File: src/rtl/wb_pkg.sv
// Shared constants for the write-back stage: CSR addresses, RegSrc encoding,
// trap causes, SYSTEM instruction encodings and mstatus bit positions.
package wb_pkg;

    localparam logic [11:0] CSR_MSTATUS  = 12'h300;
    localparam logic [11:0] CSR_MTVEC    = 12'h305;
    localparam logic [11:0] CSR_MEPC     = 12'h341;
    localparam logic [11:0] CSR_MCAUSE   = 12'h342;
    localparam logic [11:0] CSR_MCYCLE   = 12'hB00;
    localparam logic [11:0] CSR_MINSTRET = 12'hB02;

    typedef enum logic [1:0] {
        REGSRC_ALU     = 2'd0,
        REGSRC_MEM     = 2'd1,
        REGSRC_CSR     = 2'd2,
        REGSRC_ALU_ALT = 2'd3
    } regsrc_e;

    localparam logic [63:0] MCAUSE_ECALL_M = 64'd11;
    localparam logic [63:0] MCAUSE_MTI     = 64'h8000_0000_0000_0007;

    localparam logic [31:0] INST_ECALL = 32'h0000_0073;
    localparam logic [31:0] INST_MRET  = 32'h3020_0073;
    localparam logic [6:0]  OPC_SYSTEM = 7'h73;

    localparam logic [2:0] F3_CSRRW = 3'b001;
    localparam logic [2:0] F3_CSRRS = 3'b010;
    localparam logic [2:0] F3_CSRRC = 3'b011;

    localparam int MSTATUS_MIE  = 3;
    localparam int MSTATUS_MPIE = 7;

    function automatic logic is_csr_op(input logic [6:0] opc, input logic [2:0] f3);
        return (opc == OPC_SYSTEM) &&
               (f3 == F3_CSRRW || f3 == F3_CSRRS || f3 == F3_CSRRC);
    endfunction

endpackage

File: src/rtl/wb_csr_file.sv
// Machine-mode CSR file: mstatus/mtvec/mepc/mcause, read mux, CSRRW/S/C and trap/mret updates.
// Optional WB_COUNTERS_EN adds mcycle and minstret.
module wb_csr_file
    import wb_pkg::*;
#(
    parameter int              XLEN      = 64,
    parameter logic [XLEN-1:0] MTVEC_RST = '0
) (
    input  logic            clk,
    input  logic            rst,
    input  logic            csr_en,
    input  logic [2:0]      csr_funct3,
    input  logic [11:0]     csr_addr,
    input  logic [XLEN-1:0] csr_src,
    input  logic            src_is_x0,
    input  logic            trap_enter,
    input  logic [XLEN-1:0] trap_pc,
    input  logic [XLEN-1:0] trap_cause,
    input  logic            mret,
`ifdef WB_COUNTERS_EN
    input  logic            retire,
`endif
    output logic [XLEN-1:0] csr_rdata,
    output logic [XLEN-1:0] mtvec,
    output logic [XLEN-1:0] mepc,
    output logic            mie
);

    logic [XLEN-1:0] mstatus;
    logic [XLEN-1:0] mcause;
    logic [XLEN-1:0] csr_wval;
    logic            csr_wen;
`ifdef WB_COUNTERS_EN
    logic [63:0]     mcycle;
    logic [63:0]     minstret;
`endif

    always_comb begin
        csr_rdata = '0;
        case (csr_addr)
            CSR_MSTATUS:  csr_rdata = mstatus;
            CSR_MTVEC:    csr_rdata = mtvec;
            CSR_MEPC:     csr_rdata = mepc;
            CSR_MCAUSE:   csr_rdata = mcause;
`ifdef WB_COUNTERS_EN
            CSR_MCYCLE:   csr_rdata = XLEN'(mcycle);
            CSR_MINSTRET: csr_rdata = XLEN'(minstret);
`else
            CSR_MCYCLE, CSR_MINSTRET: csr_rdata = '0;
`endif
            default:      csr_rdata = '0;
        endcase
    end

    // Set/clear forms with rs1=x0 are pure reads and must not write.
    always_comb begin
        csr_wval = csr_src;
        csr_wen  = 1'b0;
        case (csr_funct3)
            F3_CSRRW: begin
                csr_wval = csr_src;
                csr_wen  = csr_en;
            end
            F3_CSRRS: begin
                csr_wval = csr_rdata | csr_src;
                csr_wen  = csr_en && !src_is_x0;
            end
            F3_CSRRC: begin
                csr_wval = csr_rdata & ~csr_src;
                csr_wen  = csr_en && !src_is_x0;
            end
            default: ;
        endcase
    end

    always_ff @(posedge clk) begin
        if (!rst) begin
            mstatus <= '0;
            mtvec   <= MTVEC_RST;
            mepc    <= '0;
            mcause  <= '0;
        end else if (trap_enter) begin
            mepc                  <= trap_pc;
            mcause                <= trap_cause;
            mstatus[MSTATUS_MPIE] <= mstatus[MSTATUS_MIE];
            mstatus[MSTATUS_MIE]  <= 1'b0;
        end else if (mret) begin
            mstatus[MSTATUS_MIE]  <= mstatus[MSTATUS_MPIE];
            mstatus[MSTATUS_MPIE] <= 1'b1;
        end else if (csr_wen) begin
            case (csr_addr)
                CSR_MSTATUS: mstatus <= csr_wval;
                CSR_MTVEC:   mtvec   <= csr_wval;
                CSR_MEPC:    mepc    <= csr_wval;
                CSR_MCAUSE:  mcause  <= csr_wval;
                default: ;
            endcase
        end
    end

`ifdef WB_COUNTERS_EN
    always_ff @(posedge clk) begin
        if (!rst) begin
            mcycle   <= '0;
            minstret <= '0;
        end else begin
            if (csr_wen && csr_addr == CSR_MCYCLE) mcycle <= 64'(csr_wval);
            else                                   mcycle <= mcycle + 64'd1;
            if (csr_wen && csr_addr == CSR_MINSTRET) minstret <= 64'(csr_wval);
            else if (retire)                         minstret <= minstret + 64'd1;
        end
    end
`endif

    assign mie = mstatus[MSTATUS_MIE];

endmodule

File: src/rtl/wbu_stage.sv
// Write-back stage: latches the LSU bundle, selects RF write data, commits, and raises
// flush/redirect for ecall, mret and timer interrupts. Optional feature macro: WB_COUNTERS_EN.
module wbu_stage
    import wb_pkg::*;
#(
    parameter int              XLEN      = 64,
    parameter int              INST_W    = 32,
    parameter logic [XLEN-1:0] MTVEC_RST = '0
) (
    input  logic              clk,
    input  logic              rst,
    input  logic              lsu_to_wb_valid,
    output logic              wb_allowin,
    input  logic [XLEN-1:0]   i_memout,
    input  logic [XLEN-1:0]   i_ALUres,
    input  logic [1:0]        i_RegSrc,
    input  logic              i_RegWr,
    input  logic [XLEN-1:0]   i_R_rs1,
    input  logic [INST_W-1:0] i_inst,
    input  logic [XLEN-1:0]   i_pc,
    input  logic              clint_mtip,
    output logic              rf_we,
    output logic [4:0]        rf_waddr,
    output logic [XLEN-1:0]   rf_wdata,
    output logic              mstatus_MIE,
    output logic              pipeline_flush,
    output logic [XLEN-1:0]   redirect_pc,
    output logic              wb_commit
);

    logic              vld_p1;
    logic [XLEN-1:0]   memout_p1;
    logic [XLEN-1:0]   alures_p1;
    regsrc_e           regsrc_p1;
    logic              regwr_p1;
    logic [XLEN-1:0]   rs1_p1;
    logic [INST_W-1:0] inst_p1;
    logic [XLEN-1:0]   pc_p1;
    logic              mtip_p1;

    logic              vld;
    logic [4:0]        rd;
    logic              intr_take;
    logic              ecall_take;
    logic              mret_take;
    logic              take_trap;
    logic              csr_en;
    logic [XLEN-1:0]   trap_cause;
    logic [XLEN-1:0]   csr_rdata;
    logic [XLEN-1:0]   mtvec;
    logic [XLEN-1:0]   mepc;
    logic [XLEN-1:0]   wdata_sel;

    assign wb_allowin = rst;

    // LSU -> WB boundary: a bundle arriving alongside a flush is dropped.
    always_ff @(posedge clk) begin
        if (!rst) begin
            vld_p1    <= 1'b0;
            memout_p1 <= '0;
            alures_p1 <= '0;
            regsrc_p1 <= REGSRC_ALU;
            regwr_p1  <= 1'b0;
            rs1_p1    <= '0;
            inst_p1   <= '0;
            pc_p1     <= '0;
            mtip_p1   <= 1'b0;
        end else begin
            vld_p1 <= lsu_to_wb_valid && wb_allowin && !pipeline_flush;
            if (lsu_to_wb_valid && wb_allowin) begin
                memout_p1 <= i_memout;
                alures_p1 <= i_ALUres;
                regsrc_p1 <= regsrc_e'(i_RegSrc);
                regwr_p1  <= i_RegWr;
                rs1_p1    <= i_R_rs1;
                inst_p1   <= i_inst;
                pc_p1     <= i_pc;
                mtip_p1   <= clint_mtip;
            end
        end
    end

    // Commit cycle: gating with rst discards a commit that coincides with reset.
    assign vld        = vld_p1 && rst;
    assign rd         = inst_p1[11:7];
    assign intr_take  = vld && mtip_p1;
    assign ecall_take = vld && !mtip_p1 && (inst_p1 == INST_W'(INST_ECALL));
    assign mret_take  = vld && !mtip_p1 && (inst_p1 == INST_W'(INST_MRET));
    assign take_trap  = intr_take || ecall_take || mret_take;
    assign csr_en     = vld && !intr_take && is_csr_op(inst_p1[6:0], inst_p1[14:12]);
    assign trap_cause = intr_take ? XLEN'(MCAUSE_MTI) : XLEN'(MCAUSE_ECALL_M);

    wb_csr_file #(
        .XLEN      (XLEN),
        .MTVEC_RST (MTVEC_RST)
    ) u_csr (
        .clk        (clk),
        .rst        (rst),
        .csr_en     (csr_en),
        .csr_funct3 (inst_p1[14:12]),
        .csr_addr   (inst_p1[31:20]),
        .csr_src    (rs1_p1),
        .src_is_x0  (inst_p1[19:15] == 5'd0),
        .trap_enter (intr_take || ecall_take),
        .trap_pc    (pc_p1),
        .trap_cause (trap_cause),
        .mret       (mret_take),
`ifdef WB_COUNTERS_EN
        .retire     (wb_commit),
`endif
        .csr_rdata  (csr_rdata),
        .mtvec      (mtvec),
        .mepc       (mepc),
        .mie        (mstatus_MIE)
    );

    always_comb begin
        wdata_sel = alures_p1;
        case (regsrc_p1)
            REGSRC_MEM:     wdata_sel = memout_p1;
            REGSRC_CSR:     wdata_sel = csr_rdata;
            REGSRC_ALU_ALT: wdata_sel = alures_p1;
            default:        wdata_sel = alures_p1;
        endcase
    end

    assign rf_we          = vld && regwr_p1 && (rd != 5'd0) && !take_trap;
    assign rf_waddr       = vld ? rd : 5'd0;
    assign rf_wdata       = vld ? wdata_sel : '0;
    assign wb_commit      = vld && !intr_take;
    assign pipeline_flush = take_trap;
    // Redirect uses the pre-update mtvec/mepc.
    assign redirect_pc    = mret_take ? mepc : ((intr_take || ecall_take) ? mtvec : '0);

endmodule

File: config.mk
export PLATFORM = sky130hd
export DESIGN_NAME = wbu_stage
export DESIGN_NICKNAME = d
export VERILOG_FILES = /design/src/rtl/wb_pkg.sv /design/src/rtl/wb_csr_file.sv /design/src/rtl/wbu_stage.sv
export SDC_FILE = /design/constraint.sdc
export NUM_CORES = 1
export LEC_CHECK = 0
export ABC_AREA = 1
export CORE_UTILIZATION = 58
export CTS_CLUSTER_DIAMETER = 60
export CTS_CLUSTER_SIZE = 10
export DETAILED_ROUTE_END_ITERATION = 6
export PLACE_DENSITY_LB_ADDON = 0.15
export SLEW_MARGIN = 0
export SYNTH_ARGS = -nofsm -noshare
export SYNTH_HDL_FRONTEND = slang
export SYNTH_SLANG_ARGS = --single-unit
export TNS_END_PERCENT = 20
File: constraint.sdc
create_clock -name clk -period 3.5 [get_ports clk]
set_clock_uncertainty 0.2 [all_clocks]
set_input_delay 0.35 -clock clk [delete_from_list [all_inputs] [get_ports clk]]
set_output_delay 0.35 -clock clk [all_outputs]
set_load 0.1 [all_outputs]
After elaboration in Yosys (flattened, before gate mapping):

Cells that the tools add are included.

* flip-flop bits (word level): 549
* input port bits: 295
* output and inout bits: 138
* logic and storage cells: 95

* equal/unequal tests: 13
* muxes and demuxes: 22
* bitwise logic cells: 6
* reduce and logical (&&, ||, !) cells: 39

Operators by type and width (count)
* $mux W64: 12
* $pmux W64 S2: 2
* $pmux W64 S4: 1
* $and A64 B64 Y64: 1
* $not A64 Y64: 1
* $or A64 B64 Y64: 1
* $eq A12 B10 Y1 const B: 4
* $eq A32 B30 Y1 const B: 1
* $eq A32 B7 Y1 const B: 1
* $mux W8: 2
* $logic_and A1 B1 Y1: 14
* $reduce_bool A2 Y1: 5
* $reduce_and A4 Y1: 2
* $eq A7 B7 Y1 const B: 1
* $eq A3 B2 Y1 const B: 2
* $reduce_and A3 Y1: 2
* $reduce_bool A3 Y1: 2
* $logic_not A5 Y1: 1
* $mux W5: 1
* $reduce_bool A5 Y1: 1
* $logic_not A1 Y1: 4
* $logic_or A1 B1 Y1: 4
* $reduce_and A2 Y1: 2
* $reduce_or A2 Y1: 2
* 7 further kinds: 11

Depth between registers and ports, before layout:

Gate-level depths: netlist of run 1.

* depth after elaboration: 10
* mapped depth: 13
* gate-level depth less buffers: 12

Cells and area by module:

From an unflattened synthesis of run 1, not the netlist that was laid out.

* cell total of the unflattened synthesis: 3973
* area total of the unflattened synthesis: 27039.7 um^2

Modules (own cells, without submodules)
* wb_csr_file: instances 1, cells each 2140, area an instance 14226.1 um^2, sequential area each 5124.9 um^2
* wbu_stage: instances 1, cells each 1833, area an instance 12813.5 um^2, sequential area each 5865.6 um^2

Worst setup path before layout of run 1:

No wires, ideal clock.

* path kind: register -> output
* start point: reg inst_p1[29]
* end point: out rf_we
* data arrival time: 3.519 ns
* data required time: 2.950 ns
* setup slack: -0.569 ns
* cell stages (with the launch flop): 11
* path buffers: 1
* cells stage by stage: dfxtp_1 nand2_1 inv_1 nand2_2 nor2_1 buf_4 nand3_1 nor3_1 nor2_1 inv_1 nor3_1

* word-level cells in the longest chain between the ends: 6
* elaborated cells between the ends (all ways): 8
* classes of those cells: eq/ne: 2; reduce/logical: 6

RTL lines
* start, declared: RTL line wbu_stage.sv:37 `logic [INST_W-1:0] inst_p1;`
* start signal, assigned: RTL line wbu_stage.sv:76 `inst_p1 <= i_inst;`
* $eq A32 B7 Y1: RTL line wbu_stage.sv:87 `assign ecall_take = vld && !mtip_p1 && (inst_p1 == INST_W'(INST_ECALL));`
* $logic_and A1 B1 Y1: RTL line wbu_stage.sv:87
* $logic_or A1 B1 Y1: RTL line wbu_stage.sv:89 `assign take_trap = intr_take || ecall_take || mret_take;`
* $logic_or A1 B1 Y1 (*): RTL line wbu_stage.sv:89
* net pipeline_flush: RTL line wbu_stage.sv:26 `output logic pipeline_flush,`
* $logic_not A1 Y1 (*): RTL line wbu_stage.sv:127 `assign rf_we = vld && regwr_p1 && (rd != 5'd0) && !take_trap;`
* $logic_and A1 B1 Y1 (*): RTL line wbu_stage.sv:127
* end, declared: RTL line wbu_stage.sv:22 `output logic rf_we,`

Mark *: on every way through the listed nets, which the timed path passes. The rest lies on a longest branch.

Worst setup path after layout of run 1:

* start point: reg inst_p1[24]
* end point: out rf_wdata[34]

* word-level cells in the longest chain between the ends: 4
* elaborated cells between the ends (all ways): 7
* classes of those cells: eq/ne: 4; mux: 3

RTL lines
* $eq A12 B10 Y1: RTL line wb_csr_file.sv:40 `case (csr_addr)`
* $pmux W64 S4 (*): RTL line wb_csr_file.sv:40
* $pmux W64 S2 (*): RTL line wbu_stage.sv:119 `case (regsrc_p1)`
* $mux W64 (*): RTL line wbu_stage.sv:129 `assign rf_wdata = vld ? wdata_sel : '0;`
* end, declared: RTL line wbu_stage.sv:24 `output logic [XLEN-1:0] rf_wdata,`

Mark *: on every way between the ends. The rest lies on a longest branch, timed or not.

==> results of run 1 <==
flip-flops by register name (all words and copies together) (netlist names):
register,cells
u_csr.mtvec,64
pc_p1,64
regsrc_p1,2
vld_p1,1
u_csr.mstatus,64
alures_p1,64
memout_p1,64
mtip_p1,1
u_csr.mcause,64
inst_p1,32
u_csr.mepc,64
regwr_p1,1
rs1_p1,64
layer usage:
layer	GRT usage [%]	up-vias	part of all wire (%)
li1	-	13400	-
met1	51.7	13400	38
met4	21.0	18	4.8
met5	0	-	0.12
met3	8.65	343	12
met2	64.4	1920	45
cell usage in the layout (no fill, tap or decap), drive strengths merged:
cell           synthesis  final
a21oi                552    552
and2                   1      1
buf                  101    212
bufinv                 0      1
clkbuf               237     66
clkdlybuf4s50          0    293
clkinv                 1      1
dfxtp                549    549
diode                  0      7
dlygate4sd3            0      1
ha                     2      2
inv                  233    235
nand2                634    634
nand3                597    597
nand4                  7      7
nor2                 576    576
nor3                   7      7
o21ai                388    388
o21bai                60     60
power groups by stage:
stage          clock network [mW]  registers [mW]  logic (mW)
2_1_floorplan                   0            6.62       0.877
3_3_place_gp                    0            6.64        1.60
3_5_place_dp                    0            6.64        1.61
4_1_cts                      5.72            6.51        1.63
5_1_grt                      5.96            6.53        1.77
6_report                     5.71            6.51        1.67
timing repair:
| item | 4_1_cts | 5_1_grt |
|---|---|---|
| pin swaps | 1 | 1 |
| buffers inserted | 3 | 1 |
| gates cloned | 1 | 0 |
| hold buffers | 1 | 0 |
| endpoints found under the hold margin | 13 | 0 |
| resized for setup | 8 | 17 |
| setup endpoints to repair | 46 | 88 |
worst max-delay path by stage:
stage | end | slack [ns] | cells after the start
after global placement | rf_wdata[27] | 0.52 | 9
after floorplan | redirect_pc[10] | -0.51 | 8
after detailed placement | u_csr.mepc[47] | 0.42 | 13
final | rf_wdata[34] | -0.001 | 9
after global routing | rf_wdata[34] | -0.07 | 9
after CTS | redirect_pc[3] | 0.001 | 11
worst max-delay path: cells and delay by family (launching register included):
family / cells / cell delay, ns
AOI/OAI and AO/OA: 2 / 0.58
buffers and inverters: 2 / 0.63
DFF: 1 / 0.31
and+or+nand+nor: 5 / 0.79
area by class of cell:
type	count	area [sq um]	share of cell area [%]
Antenna cell	7	17.5	0.0518
Multi-Input combinational cell	2824	13000	38.4
Timing Repair Buffer	506	6580	19.4
Inverter	234	891	2.63
Clock inverter	3	43.8	0.129
Tap cell	592	741	2.19
Clock buffer	66	1600	4.72
Sequential cell	549	11000	32.5
metrics by stage:
step	cell area, sq um	utilization (%)
after floorplan	26200	-
after global placement	32000	72.1
after detailed placement	32000	72.1
after CTS	33800	76.1
after global routing	33800	76.2
final	33800	76.2
cells by family (layout without fill, tap and decap cells):
| family | count (synthesis) | count (layout) | synth area share, % |
|---|---|---|---|
| other cells | 0 | 7 | 0 |
| compound gates | 1000 | 1000 | 19.7 |
| fa+ha+maj | 2 | 2 | 0.0956 |
| flops | 549 | 549 | 42.0 |
| buf+inv | 572 | 809 | 8.86 |
| simple gates | 1822 | 1822 | 29.4 |
==> results.md, run 1 <==
Logic synthesis:
- The number of library cell types mapped by synthesis is 28.
- The share of synthesized area in the top cell type comes to 42.0%.
- The net count after synthesis is 4242.
- The most used flip-flop cell after synthesis is sky130_fd_sc_hd__dfxtp_1.
- By instance count, the leading cell after synthesis is sky130_fd_sc_hd__nand2_1.
- The synthesized instance count is 3945.
- The synthesized area is 26200 sq um.
- Counting flops with a built-in enable in the synthesized netlist gives 0.
- The cell taking the most area after synthesis is sky130_fd_sc_hd__dfxtp_1.
- The post-synthesis average cell area is 6.64 sq um.
- After synthesis, the cell types taking the most area are sky130_fd_sc_hd__dfxtp_1, sky130_fd_sc_hd__nand3_1, sky130_fd_sc_hd__a21oi_1.
- The commonest cells after synthesis are sky130_fd_sc_hd__nand2_1, sky130_fd_sc_hd__nand3_1, sky130_fd_sc_hd__nor2_1.
- The synthesized design contains 549 register bits.
- For this run, the number of Yosys warnings is 0.
- For this run, the register share of the synthesized area comes to 42.0%.
- The async set-or-reset flop fraction in the synthesized netlist is 0%.

STA:
- The final critical-path required period is 3.50 ns.
- Static timing analysis puts the maximum clock frequency at 286 MHz.
- The slew at the pin with the worst max-slew slack is 1.15 ns.
- The normalized max-slew margin is 22.8%.
- The number of pins with negative max-slew slack in the final report came to 0.
- The worst path uses 100% of the clock period.
- Setup repair after global routing could not meet its margin everywhere.
- Across all hold checks on the routed design, the worst slack comes to 0.0863 ns.
- After routing, the total negative slack on setup checks comes to -0.000975 ns.
- Once routing completed, OpenROAD measured the worst setup slack at -0.000975 ns.
- The number of hold violations in the final report is 0.
- The number of failing setup endpoints in the final timing report is 1.

Global routing:
- The number of antenna violations at the first check in global routing came to 17.
- The via count of the first global-routing pass is 27500.
- For this run, the total global-route usage over all layers was measured as 40.5%.
- The first-pass GRT wire length is 150000 um.
- The pin count of the biggest net entering global routing is 205.
- For this run the aggregate overflow at the end of global routing stands at 0.

Pwr:
- In this run the power spent charging and discharging nets is 3.61 mW.
- The switching part of the total is 26.0%.
- The standby leakage power is 13.6 nW.
- The maximum vdd ir drop is 0.542 mV.
- The ratio of total power to cell area is 411 nW/um^2.
- The design draws 13.9 mW.
- In this run, the clock network consumes 41.1% of the power.
- The relative contribution of sequential cells to total power is 46.9%.
- The portion of total power attributed to combinational logic is 12.0%.
- The internal power of the cells totals 10.3 mW.

Worst setup path:
- STA puts the critical path data arrival time at 2.95 ns.
- The slowest library cell on the worst path is sky130_fd_sc_hd__buf_4.
- The worst-case register-to-register setup slack is 0.36 ns.
- The worst reg2reg path startpoint is inst_p1[27].
- The type of the worst setup path is flip-flop to output pin.
- Along the worst path, the maximum fanout reaches 24.
- The worst register-to-register path has a depth of 11.
- The worst setup path is captured at an output pin.
- The biggest cell delay along the critical path is 0.41 ns.
- The worst register-to-register path ends at u_csr.mcause[35].
- The timing startpoint of the critical path is inst_p1[24].
- The required time of the worst setup path is 2.95 ns.
- The cell that appears most often on the critical path is sky130_fd_sc_hd__nand2_1.
- The critical path goes through nor2_1, nand2_1, nor2_4, buf_4, nand3_1, nand2_1, o21ai_0, a21oi_1, buf_12.
- STA classifies the critical path startpoint as a flip-flop.

Placed design:
- Port buffering added 432 buffers.
- The placer congestion estimate is 0.895.
- The pre-CTS worst setup slack is 0.418 ns.
- The half-perimeter wire length after placement is 57200 um.
- The instance count after placement with tap cells included is 4699.

Clock network:
- The maximum count of clock buffers along a single path is 3.
- The cell sitting at the root of the clock tree is a sky130_fd_sc_hd__clkbuf_16.
- The total clock buffers created by CTS is 61.
- The register clock-pin slew on the reported worst setup and hold paths is 0.06 ns.
- For this design, the sink count on the clock tree is 549.
- The clock latency reported for the late side of the worst-skew pair is 0.62 ns.
- The TritonCTS clock tree is done.
- The H-tree was split into 2 levels.

Route:
- The routed via count divided by cell count is 6.10.
- The detailed router's first-iteration violation count is 4136.
- The routed design has 96300 um of wire.
- The number of nets with antenna violations after routing is 0.
- In the routed design, unresolved DRC markers number 0.
- The final route contains 29200 vias.
- After detailed routing, the average wire length per cell comes to 20.1 um.
- For this run, the detailed router's first-pass iteration total came to 7.

Floorplanning:
- The width of the die is 214 um.
- The die is 214 um tall.
- The placement row count is 77.
- 433 I/O pins were placed.
- The standard cell core area is 44400 sq um.
- Once the floorplan was initialized, standard cells occupied 58.9% of the core.
- The area of the die is 46000 sq um.

Outcome:
- The checks that failed: negative setup slack.
- The run finished, with violations left.

Worst hold path:
- The worst hold path passes through 3 cells.
- The launch instance of the worst min-delay path is i_memout[31].
- The min-delay analysis places its worst path in the category primary input to flip-flop.
- The hold-critical path endpoint is memout_p1[31].

Final layout:
- Fill cells in the final layout number 3390.
- Leaving out filler cells and counting taps, the final layout contains 4781.
- The fraction of final layout cells with drive strength greater than 1 is 7.63%.
- The area growth from synthesis to layout is 29.2%.
- The net total in the final layout is 4473.

Job:
- The number of max-capacitance violations reported is 0.
(Power assumes the default switching activity.)
==> run 2, diff against run 1 <==
CELL_PAD_IN_SITES_DETAIL_PLACEMENT = 1   (was unset)
CELL_PAD_IN_SITES_GLOBAL_PLACEMENT = 2   (was unset)
CORE_UTILIZATION = 31   (was 58)
==> run 2 against run 1 <==
Net effect:
- the flow now finishes without violations
- critical path type unchanged
- via count decreased by 3.2%
- critical path depth did not move
- worst setup slack better by 0.084 ns
- critical endpoint is now rf_wdata[52]
==> results.md, run 2 (synthesis results as in run 1) <==
Floorplanning:
- The standard cell core area is 83600 sq um (+88%).
- The count of pins on the block boundary is 433 (unchanged).
- The placement row count is 106 (+38%).
- The width of the die is 293 um (+36%).
- The vertical die dimension is 293 um (+36%).
- The area of the die is 85600 sq um (+86%).
- The initial core utilization is 31.3% (-28 points).

Global routing:
- The first-pass GRT wire length came to 181000 um (+20%).
- The global-route usage over all layers is 27.4% (-13 points).
- The pin count of the biggest net entering global routing is 174 (-15%).
- The final global-route overflow total came to 0 (unchanged).
- The via count of the first global-routing pass is 28600 (+4.1%).
- The number of antenna violations at the first check in global routing was 15 (-2).

Clock network:
- The total clock buffers created by CTS is 70 (+15%).
- The hold buffer count at CTS is 0 (-1).
- In this run the clock root is driven by a sky130_fd_sc_hd__clkbuf_16.
- The number of sinks handled by clock tree synthesis was 549 (unchanged).
- The H-tree level count is 3 (+1).
- TritonCTS built the clock tree.
- The clock latency reported for the late side of the worst-skew pair is 0.62 ns (about the same).
- The maximum count of clock buffers along a single path was 3 (unchanged).
- The register clock-pin slew on the reported worst setup and hold paths is 0.06 ns (about the same).

Worst hold path:
- The worst hold path begins at lsu_to_wb_valid.
- The depth of the worst hold-timing path is 3 (unchanged).
- The tightest min-delay check is of the primary input to flip-flop type.
- The hold-critical path endpoint is memout_p1[54].

Route:
- The number of search-and-repair iterations in the first detailed-routing pass is 5 (-2).
- The detail-routed net length per standard cell is 22.6 um (+12%).
- The detailed-route wire length is 120000 um (+25%).
- The met2 layer wire length in the routed design is 55900 um (+28%).
- The detailed router's first-iteration violation count is 1585 (-62%).
- The total number of vias is 28200 (-3.2%).
- The met1 routed wirelength after detailed routing is 54300 um (+50%).
- The met3 wirelength from detailed routing is 6560 um (-44%).
- The number of nets with antenna violations after routing came to 0 (unchanged).
- The routed via count divided by cell count is 5.30 (-13%).
- In this run the top signal layer used is met5.
- The DRC violations left is 0 (unchanged).

Worst setup path:
- The worst-path maximum fanout is 27 (+13%).
- The critical path goes through nor2_1, nand2_2, nor2_4, buf_4, nand3_1, nand2_1, o21ai_0, a21oi_1, buf_12.
- The number of buffers and inverters on the critical path was 2 (unchanged).
- The worst-case register-to-register setup slack is 0.53 ns (+0.17 ns).
- The biggest cell delay along the critical path is 0.38 ns (-0.03 ns).
- STA classifies the critical path endpoint as an output pin.
- The type of the worst setup path is flip-flop to output pin.
- The endpoint of the worst register-to-register path is u_csr.mcause[31].
- The slowest stage of the critical path belongs to the cell sky130_fd_sc_hd__buf_4.
- STA classifies the critical path startpoint as a flip-flop.
- The worst reg2reg path startpoint is inst_p1[10].
- The logic depth of the worst register-to-register path is 11 (unchanged).
- The arrival time reported for the critical path endpoint is 2.87 ns (-0.08 ns).
- The required time of the worst setup path was 2.95 ns (about the same).
- The family with the most delay on the worst path is simple AND/OR/NAND/NOR gates.

Placed design:
- The placer congestion estimate is 0.790 (-12%).
- The number of I/O port buffers is 432 (unchanged).
- The half-perimeter wire length after placement is 73800 um (+29%).

Job:
- The number of max-capacitance violations reported is 0 (unchanged).

Final layout:
- The relative area change from synthesis to final layout is 34.6%.
- The top cell types in the final layout, fill and taps aside, are sky130_fd_sc_hd__nand2_1, sky130_fd_sc_hd__nand3_1, sky130_fd_sc_hd__nor2_1.
- The multi-input logic area came to 13100 sq um (+0.91%).
- The number of fillers in the final layout is 10300 (+200%).
- The final design utilization is 42.2% (-34 points).
- The fraction of final layout cells with drive strength greater than 1 was 9.02% (+1.4 points).
- The net total in the final layout is 4497 (+0.54%).
- The sequential cell area in the final layout is 11000 sq um (unchanged).
- The library cell used most frequently in the layout, excluding fill and tap cells, is sky130_fd_sc_hd__nand2_1.

STA:
- The smallest hold slack came to 0.0190 ns (-0.0674 ns).
- The number of failing setup endpoints in the final timing report came to 0 (-1).
- Setup repair after global routing could not meet its margin everywhere.
- The number of pins with negative max-slew slack in the final report was 0 (unchanged).
- The slew at the pin with the worst max-slew slack is 1.18 ns (+0.0271 ns).
- The part of the cycle the worst path needs came to 97.6% (-2.4 points).
- The highest clock frequency the design can meet is 293 MHz (+2.4%).
- The final critical-path required period is 3.42 ns (-0.0835 ns).
- The normalized max-slew margin is 21.2% (-1.6 points).
- The number of hold violations in the final report was 0 (unchanged).

Pwr:
- The ratio of total power to cell area came to 436 nW/um^2 (+6.2%).
- The standby leakage power is 13.9 nW (+2.5%).
- The maximum vdd ir drop is 0.288 mV (-47%).

Outcome:
- The flow ran to the end, and the final reports show no timing, DRC or antenna violations.
==> run 2: cell count changes in the layout (fill, tap and decap cells not counted), moves of 3 or more <==
cell / before / now
sky130_fd_sc_hd__bufinv_16: 1 / 4
sky130_fd_sc_hd__inv_2: 8 / 5
sky130_fd_sc_hd__a21oi_2: 3 / 25
sky130_fd_sc_hd__clkbuf_16: 63 / 75
sky130_fd_sc_hd__o21ai_1: 43 / 52
sky130_fd_sc_hd__a21oi_1: 549 / 527
sky130_fd_sc_hd__buf_12: 157 / 162
sky130_fd_sc_hd__clkbuf_1: 2 / 17
sky130_fd_sc_hd__clkinv_2: 1 / 8
sky130_fd_sc_hd__buf_4: 47 / 55
sky130_fd_sc_hd__o21ai_0: 345 / 335
==> run 2: layout make-up <==
cell class	count	share of cell area [%]
Sequential cell	549	31.2
Inverter	234	2.55
Antenna cell	5	0.0355
Multi-Input combinational cell	2825	37.2
Timing Repair Buffer	520	19.2
Clock inverter	13	0.540
Tap cell	1080	3.83
Clock buffer	93	5.51
==> run 2: worst max path at each step <==
stage                      from              end  depth (start not counted)
floorplan           inst_p1[31]  redirect_pc[10]                          8
global placement    inst_p1[22]            rf_we                         10
detailed placement  inst_p1[22]            rf_we                         10
CTS                 inst_p1[31]  redirect_pc[31]                          8
global route        inst_p1[22]   redirect_pc[4]                          7
finish              inst_p1[31]     rf_wdata[52]                          9
==> run 2: metrics by stage <==
stage	instance area (sq um)	std cells	setup WS [ns]	total power, mW	TNS [ns]
2_1_floorplan	26200	3945	-0.514	7.49	-32.20
3_3_place_gp	32800	5199	0.418	8.38	0
3_5_place_dp	32800	5199	0.475	8.39	0
4_1_cts	35000	5308	0.0109	15.5	0
5_1_grt	35200	5318	-0.0507	15.9	-0.293
6_report	35200	5319	0.0825	15.4	0
==> run 2: power breakdown <==
part	internal, mW	total [mW]	switching (mW)
clock network	4.16	7.08	2.92
logic	0.667	1.77	1.11
registers	6.42	6.51	0.0899
total	11.2	15.4	4.12
==> run 2: per-layer routing <==
metal  track usage [%]  up-vias
li1                  -    13500
met1              35.9    13800
met2              45.0      672
met3              5.55      192
met4              8.85       20
met5                 0        -
==> run 2: worst reg2reg max path: cells and delay by family, from the launching register on <==
kind / cells / cell delay [ns]
AND/OR/NAND/NOR: 8 / 1.38
buffers and inverters: 2 / 0.82
flip-flops: 1 / 0.31
AO/OA/AOI/OAI: 1 / 0.18
==> run 2: repair_timing <==
item | 4_1_cts | 5_1_grt
gates cloned | 1 | 2
pin swaps | 1 | 5
endpoints found under the setup margin | 4 | 59
buffers inserted | 2 | 4
resized for setup | 5 | 56
